--- src/rtl/waveform_meter.sv ---
// waveform_meter: tracks a signed sample stream, detects peaks and valleys with hysteresis and
// reports the peak-to-peak period in clocks plus the last peak/valley amplitudes.
// Optional feature: define WAVEFORM_METER_AMPL_EN to add ampl_o (peak minus last valley).
module waveform_meter #(
  parameter int unsigned DATA_WIDTH = 16,
  parameter int unsigned PER_WIDTH  = 24,
  parameter int unsigned HYST       = 0
) (
  input  logic                         clk,
  input  logic                         rst,
  input  logic signed [DATA_WIDTH-1:0] sample_i,
  input  logic                         sample_valid_i,
  input  logic                         clear_i,
  output logic        [PER_WIDTH-1:0]  period_o,
  output logic signed [DATA_WIDTH-1:0] peak_o,
  output logic signed [DATA_WIDTH-1:0] valley_o,
  output logic                         meas_valid_o,
  output logic                         ovf_o
`ifdef WAVEFORM_METER_AMPL_EN
  ,
  output logic        [DATA_WIDTH:0]   ampl_o
`endif
);

  typedef enum logic [1:0] {StAcquire, StRising, StFalling} state_e;

  // One extra bit keeps sample/extremum differences exact at full scale.
  localparam logic signed [DATA_WIDTH:0]  HystS    = (DATA_WIDTH + 1)'(HYST);
  localparam logic signed [DATA_WIDTH:0]  Zero     = '0;
  localparam logic        [PER_WIDTH-1:0] CntMax   = '1;
  localparam logic        [PER_WIDTH-1:0] CntSatM1 = CntMax - 1'b1;

  state_e                  state_q, state_d;
  logic signed [DATA_WIDTH-1:0] ext_q, ext_d;
  logic signed [DATA_WIDTH-1:0] peak_q, peak_d;
  logic signed [DATA_WIDTH-1:0] valley_q, valley_d;
  logic        [PER_WIDTH-1:0]  cnt_q, cnt_d;
  logic        [PER_WIDTH-1:0]  period_q, period_d;
  logic                         seen_q, seen_d;
  logic                         have_peak_q, have_peak_d;
  logic                         meas_valid_q, meas_valid_d;
  logic                         ovf_q, ovf_d;
`ifdef WAVEFORM_METER_AMPL_EN
  logic        [DATA_WIDTH:0]   ampl_q, ampl_d;
`endif

  logic signed [DATA_WIDTH:0]   samp_x, ext_x, valley_x;
  logic signed [DATA_WIDTH:0]   rise_diff, fall_diff;
  logic                         cnt_full, sat_hit, peak_ev;

  assign samp_x    = {sample_i[DATA_WIDTH-1], sample_i};
  assign ext_x     = {ext_q[DATA_WIDTH-1], ext_q};
  assign valley_x  = {valley_q[DATA_WIDTH-1], valley_q};
  assign rise_diff = samp_x - ext_x;  // sample above extremum
  assign fall_diff = ext_x - samp_x;  // sample below extremum
  assign cnt_full  = (cnt_q == CntMax);
  // Fires once, on the clock where the counter reaches all-ones.
  assign sat_hit   = (cnt_q == CntSatM1);

  // Next-state: extremum tracking FSM, peak/valley events and period counter.
  always_comb begin
    state_d      = state_q;
    ext_d        = ext_q;
    peak_d       = peak_q;
    valley_d     = valley_q;
    period_d     = period_q;
    seen_d       = seen_q;
    have_peak_d  = have_peak_q;
    ovf_d        = ovf_q;
    meas_valid_d = 1'b0;
    peak_ev      = 1'b0;
    cnt_d        = cnt_full ? cnt_q : cnt_q + 1'b1;
`ifdef WAVEFORM_METER_AMPL_EN
    ampl_d       = ampl_q;
`endif

    if (sample_valid_i) begin
      unique case (state_q)
        StAcquire: begin
          if (!seen_q) begin
            seen_d = 1'b1;
            ext_d  = sample_i;
          end else if (rise_diff > HystS) begin
            state_d = StRising;
            ext_d   = sample_i;
          end else if (fall_diff > HystS) begin
            state_d = StFalling;
            ext_d   = sample_i;
          end
        end
        StRising: begin
          if (rise_diff > Zero) begin
            ext_d = sample_i;
          end else if (fall_diff > HystS) begin
            peak_ev = 1'b1;
            state_d = StFalling;
            ext_d   = sample_i;
          end
        end
        StFalling: begin
          if (fall_diff > Zero) begin
            ext_d = sample_i;
          end else if (rise_diff > HystS) begin
            valley_d = ext_q;
            state_d  = StRising;
            ext_d    = sample_i;
          end
        end
        default: state_d = StAcquire;
      endcase
    end

    if (peak_ev) begin
      peak_d      = ext_q;
      cnt_d       = '0;
      have_peak_d = 1'b1;
      // The very first peak only starts the period measurement.
      if (have_peak_q) begin
        period_d     = cnt_q + 1'b1;
        meas_valid_d = 1'b1;
        ovf_d        = 1'b0;
`ifdef WAVEFORM_METER_AMPL_EN
        ampl_d       = ext_x - valley_x;
`endif
      end
    end else if (sat_hit) begin
      // No peak within the counter range: restart acquisition, keep last results.
      ovf_d       = 1'b1;
      state_d     = StAcquire;
      seen_d      = 1'b0;
      have_peak_d = 1'b0;
      valley_d    = valley_q;
    end
  end

  // State register with synchronous reset; clear_i behaves exactly like rst.
  always_ff @(posedge clk) begin
    if (rst || clear_i) begin
      state_q      <= StAcquire;
      ext_q        <= '0;
      peak_q       <= '0;
      valley_q     <= '0;
      cnt_q        <= '0;
      period_q     <= '0;
      seen_q       <= 1'b0;
      have_peak_q  <= 1'b0;
      meas_valid_q <= 1'b0;
      ovf_q        <= 1'b0;
`ifdef WAVEFORM_METER_AMPL_EN
      ampl_q       <= '0;
`endif
    end else begin
      state_q      <= state_d;
      ext_q        <= ext_d;
      peak_q       <= peak_d;
      valley_q     <= valley_d;
      cnt_q        <= cnt_d;
      period_q     <= period_d;
      seen_q       <= seen_d;
      have_peak_q  <= have_peak_d;
      meas_valid_q <= meas_valid_d;
      ovf_q        <= ovf_d;
`ifdef WAVEFORM_METER_AMPL_EN
      ampl_q       <= ampl_d;
`endif
    end
  end

  assign period_o     = period_q;
  assign peak_o       = peak_q;
  assign valley_o     = valley_q;
  assign meas_valid_o = meas_valid_q;
  assign ovf_o        = ovf_q;
`ifdef WAVEFORM_METER_AMPL_EN
  assign ampl_o       = ampl_q;
`endif

endmodule

--- config.mk ---
export PLATFORM = sky130hd
export DESIGN_NAME = waveform_meter
export DESIGN_NICKNAME = d
export VERILOG_FILES = /design/src/rtl/waveform_meter.sv
export SDC_FILE = /design/constraint.sdc
export NUM_CORES = 1
export LEC_CHECK = 0
export CAP_MARGIN = 10
export CORE_AREA = 2 2 121 123
export DETAILED_ROUTE_END_ITERATION = 10
export DIE_AREA = 0 0 123 125
export PLACE_DENSITY = 0.74
export SLEW_MARGIN = 0
export SYNTH_ARGS = -nofsm -noshare
export SYNTH_HDL_FRONTEND = slang
export SYNTH_SLANG_ARGS = --single-unit
--- constraint.sdc ---
create_clock -name clk -period 9 [get_ports clk]
set_input_delay 1.8 -clock clk [delete_from_list [all_inputs] [get_ports clk]]
set_output_delay 1.8 -clock clk [all_outputs]
set_load 0.05 [all_outputs]
# After elaboration in Yosys (flattened, before gate mapping)
# Cells that the tools add are included.
# word_totals
regBits,102
inputBits,20
output_inout_bits,58
word_cells,68
# op_classes
n_addsub,3
order_cmp,2
n_eq_ne,7
muxes,36
bitwise,1
n_reduce_logical,9
# op_table
cell,n
$mux W16,11
$eq A24 B24 Y1 const B,2
$pmux W16 S3,1
$gt A17 B1 Y1 const B,2
$sub A16 B16 Y17,2
$add A24 B1 Y24 const B,1
$mux W2,9
$mux W1,14
$pmux W2 S3,1
$reduce_and A2 Y1,2
$reduce_or A2 Y1,2
$ne A3 B3 Y1 const B,1
$reduce_and A3 Y1,1
$reduce_bool A3 Y1,1
$eq A2 B1 Y1 const B,1
$eq A2 B2 Y1 const B,1
$logic_not A2 Y1,1
$ne A2 B1 Y1 const B,1
$ne A2 B2 Y1 const B,1
$reduce_bool A2 Y1,1
$logic_or A1 B1 Y1,1
$not A1 Y1,1

# Longest topological paths before layout
# depth
ltp_word,9
depth_mapped,18

# Worst setup path before layout
# Ideal clock, no wire load.
# synth_path
path_type,input to register
from,in sample_i[11]
to,reg ext_q[10]
arrival_time_ps,4845
setup_slack_ps,4037
stages,17
n_path_buf,3
cell_sequence,inv_1 ha_1 buf_6 a21oi_2 nor2_1 or4_1 or4_1 nor4_1 o2111a_1 o211ai_1 nand3_2 and2_1 buf_6 buf_6 o22ai_1 a22o_1 a32o_1
# synth_between
elab_chain_len,6
word_cells_on_any_way,11
# synth_rtl
item,line,text
from (decl),11,"input logic signed [DATA_WIDTH-1:0] sample_i,"
$sub A16 B16 Y17,55,assign fall_diff = ext_x - samp_x;
$gt A17 B1 Y1,"86, 94, 101",
$mux W16,--,
$mux W16,83,end else if (rise_diff > HystS) begin
$mux W16,80,if (!seen_q) begin
$pmux W16 S3,78,unique case (state_q)
to (signal assigned),154,ext_q <= ext_d;
to (decl),34,"logic signed [DATA_WIDTH-1:0] ext_q, ext_d;"
# Parallel ways exist; a longest one is shown, timed or not.
# A chain may end at the register's enable or synchronous reset.

# Worst setup path in the final report
# layout_path
from,in sample_i[12]
to,reg cnt_q[1]
# layout_between
elab_chain_len,7
word_cells_on_any_way,9
# layout_rtl
item,line,text
$sub A16 B16 Y17,55,
$gt A17 B1 Y1,94,end else if (fall_diff > HystS) begin
$mux W1,94,
$mux W1 *,92,if (rise_diff > Zero) begin
$mux W1 *,78,
$mux W1 *,77,if (sample_valid_i) begin
$reduce_or A2 Y1 (no line) *,--,
to (signal assigned),157,cnt_q <= cnt_d;
to (decl),37,"logic [PER_WIDTH-1:0] cnt_q, cnt_d;"
# Mark *: on every way between the ends. The rest lies on a longest branch, timed or not.

==> results.yml <==
pwr:
  clkPwrFrac_pct: 41.3
  power.leakage_nw: 2.60
  switching_share_pct: 28.5
  power.density_nw_per_um2: 140
  p_switching_uw: 293
  seq_power_share_pct: 44.7
  ir_drop_v: 0.000143
  pwr-share-comb_pct: 13.9
  finalPower_mw: 1.03
  internal_power_uw: 734
critical_path:
  path_max_fanout: 38
  regToRegSetupSlack_ns: 3.79
  start_kind: "input pin"
  cp_slowest_cell: "or4_1"
  crit_path_cell_trace: "clkdlybuf4s50_1 -> inv_1 -> ha_1 -> nor2_1 -> or4_1 -> or4_1 -> nor4_1 -> o2111a_1 -> o211ai_1 -> nand3_2 -> or4_1 -> nand2_1 -> a211oi_1"
  worstSetupPathType: "input pin to flip-flop"
  r2r_end: "cnt_q[1]"
  crit_arrival_ns: 7.17
  reg2reg_from: "ext_q[11]"
  cp.required_ns: 9.27
  rr_worst_depth: 12
  cp_common_cell: "or4_1"
  cpPeakStageDelay_ns: 0.88
  startpoint: "sample_i[12]"
  endpoint_kind: "flip-flop"
global_route:
  gr-usage-all-layers_pct: 22.2
  grt_antenna_before_repair: 0
  grt_max_degree: 66
  grt_pass1_vias: 5325
  grt_first_pass_wirelength_mm: 27.3
  grt_overflow_total: 0
clocking:
  clock_sinks: 102
  cts_tree: "done"
  clockBufferDepth: 2
  htreeDepth: 3
  clk_pin_slew_ns: 0.08
  cts_buffers: 9
  postCtsSetupBuffers: 0
  clock_latency_ns: 0.36
  post_cts_resized: 0
  hold_buffers: 0
  clock-root-buffer: "clkbuf_16"
routing:
  wl_met1_mm: 7.55
  vias_per_cell: 5.71
  route.final.wire_length_mm: 16.8
  drt_iter0_drc: 440
  dr_wl_met2_mm: 7.59
  drt-pass1-iter-count: 5
  drc_errors: 0
  vias: 5803
  highest_layer: "met4"
  drtAntennaViolNets: 0
  wl_met3_mm: 1.35
  post_drt_wl_per_cell_um: 16.5
floorplan:
  die_area_um2: 15400
  fp-row-count: 44
  core-area_um2: 14200
  initial_utilization_pct: 44.1
  ios: 78
  die_h_um: 125
  fp.dieW_um: 123
synthesis:
  syn_nets: 845
  synth_seq_cells: 102
  ys_warn_count: 0
  synth-main-ff-cell: "dfxtp_1"
  syn_inst: 787
  yosysUniqueCellTypes: 62
  synth_edf_count: 0
  async_flop_share_pct: 0
  synth.avg_cell_area_um2: 7.95
  ys_seq_area_share_pct: 32.6
  syn_area_um2: 6260
timing:
  fin_skew_ns: 0.00872
  max_slew.worst_pin.slew_ns: 1.07
  drv_slew: 0
  finalCriticalPeriod_ns: 6.90
  slew_headroom_pct: 28.4
  setup_ws_ns: 2.10
  max_clock_freq_mhz: 145
  fin_tns_setup_ns: 0
  rsz0062_at_grt: "no"
  hold_violations: 0
  finalSetupViolCount: 0
  finalCritPeriodShare_pct: 76.7
cells_and_area:
  layout_commonest_cell: "nor2_1"
  n_antenna_cell: 0
  area_delta_synth_final_pct: 17.0
  drive_gt1_share_pct: 4.57
  nNetsFinal: 885
  final_cell_mix: "113 x nor2_1, 102 x dfxtp_1, 87 x a21oi_1"
  final_cells: 1016
hold_path:
  holdPathStages: 2
  hold_end: "have_peak_q"
  worstHoldStart: "have_peak_q"
  hold_path_class: "flip-flop to flip-flop"
placed_design:
  place.gp.congestion: 0.943
  dpl.hpwl_mm: 12.2
  pre_cts_ws_ns: 1.75
  numPortBuffers: 77
  dp.cells: 1000
status:
  outcome: "completed"
flow_run:
  cap_violations: 0
state kept, by name, indices dropped and copies added (netlist names):
register	count
meas_valid_o	1
ext_q	16
state_q	2
seen_q	1
valley_o	16
cnt_q	24
period_o	24
have_peak_q	1
ovf_o	1
peak_o	16
kinds of logic (layout without fill, tap and decap cells):
kind of cell	Yosys count	after routing	share of synthesized area [%]
xor gates and xnor gates	34	34	4.76
AOI/OAI and AO/OA	240	240	25.3
DFF	102	102	32.6
buffers and inverters	105	150	7.80
muxes	21	21	3.38
adders and majority gates	38	38	7.60
and+or+nand+nor	247	247	18.5
layer usage:
metal / track usage, % / up-vias
met5: 0 / -
li1: - / 2879
met3: 5.84 / 21
met2: 33.7 / 206
met1: 30.6 / 2697
met4: 7.35 / 0
through the flow:
| stage | hold slack (ns) | util [%] | instance area (µm²) |
|---|---|---|---|
| finish | 0.463 | 51.5 | 7320 |
| global route | 0.503 | 51.5 | 7320 |
| CTS | 0.463 | 51.5 | 7320 |
| detailed placement | 0.452 | 49.3 | 7000 |
| global placement | 0.444 | 49.3 | 7000 |
| floorplan | 0.436 | - | 6260 |
worst max-delay path by stage:
stage,slack (ns),endpoint
2_1_floorplan,4.04,ext_q[10]
3_3_place_gp,1.74,cnt_q[1]
3_5_place_dp,1.75,cnt_q[1]
4_1_cts,2.15,cnt_q[1]
5_1_grt,1.63,cnt_q[1]
6_report,2.10,cnt_q[1]
power groups by stage:
stage          clock network (mW)  logic, mW  registers, mW
4_1_cts                     0.433      0.140          0.459
3_5_place_dp                    0      0.139          0.470
3_3_place_gp                    0      0.140          0.470
6_report                    0.424      0.143          0.459
2_1_floorplan                   0      0.106          0.468
5_1_grt                     0.448      0.157          0.460
cells in the mapped netlist, types with 10 or more instances:
master	instances	area share, %
xor2_1	12	1.7
a221o_1	13	2.1
nand2_1	33	2.0
nor2_1	114	6.8
a21oi_1	87	7.0
nor3_1	15	1.2
buf_2	21	1.7
o211ai_1	12	1.4
clkbuf_1	19	1.1
mux2i_1	20	3.2
dfxtp_1	102	33
nand3_1	28	2.2
nand4_1	10	1.0
ha_1	38	7.6
a211oi_1	31	3.7
xnor2_1	22	3.1
o21ai_0	35	2.8
inv_1	54	3.2
nand2b_1	10	1.0
critical path, delay by kind of cell:
family                   cells  cell delay (ns)
AND/OR/NAND/NOR              7             3.34
buffers and inverters        2             0.69
AO/OA/AOI/OAI                3             0.73
adder cells (fa/ha/maj)      1             0.58
final cells by class:
cell class | instances | area, µm²
Fill cell | 1364 | 6880
Multi-Input combinational cell | 580 | 3730
Sequential cell | 102 | 2040
Timing Repair Buffer | 80 | 793
Tap cell | 184 | 230
Clock buffer | 9 | 225
Inverter | 54 | 203
Clock inverter | 7 | 96.3
No activity file was read; power rests on OpenSTA's default activity.
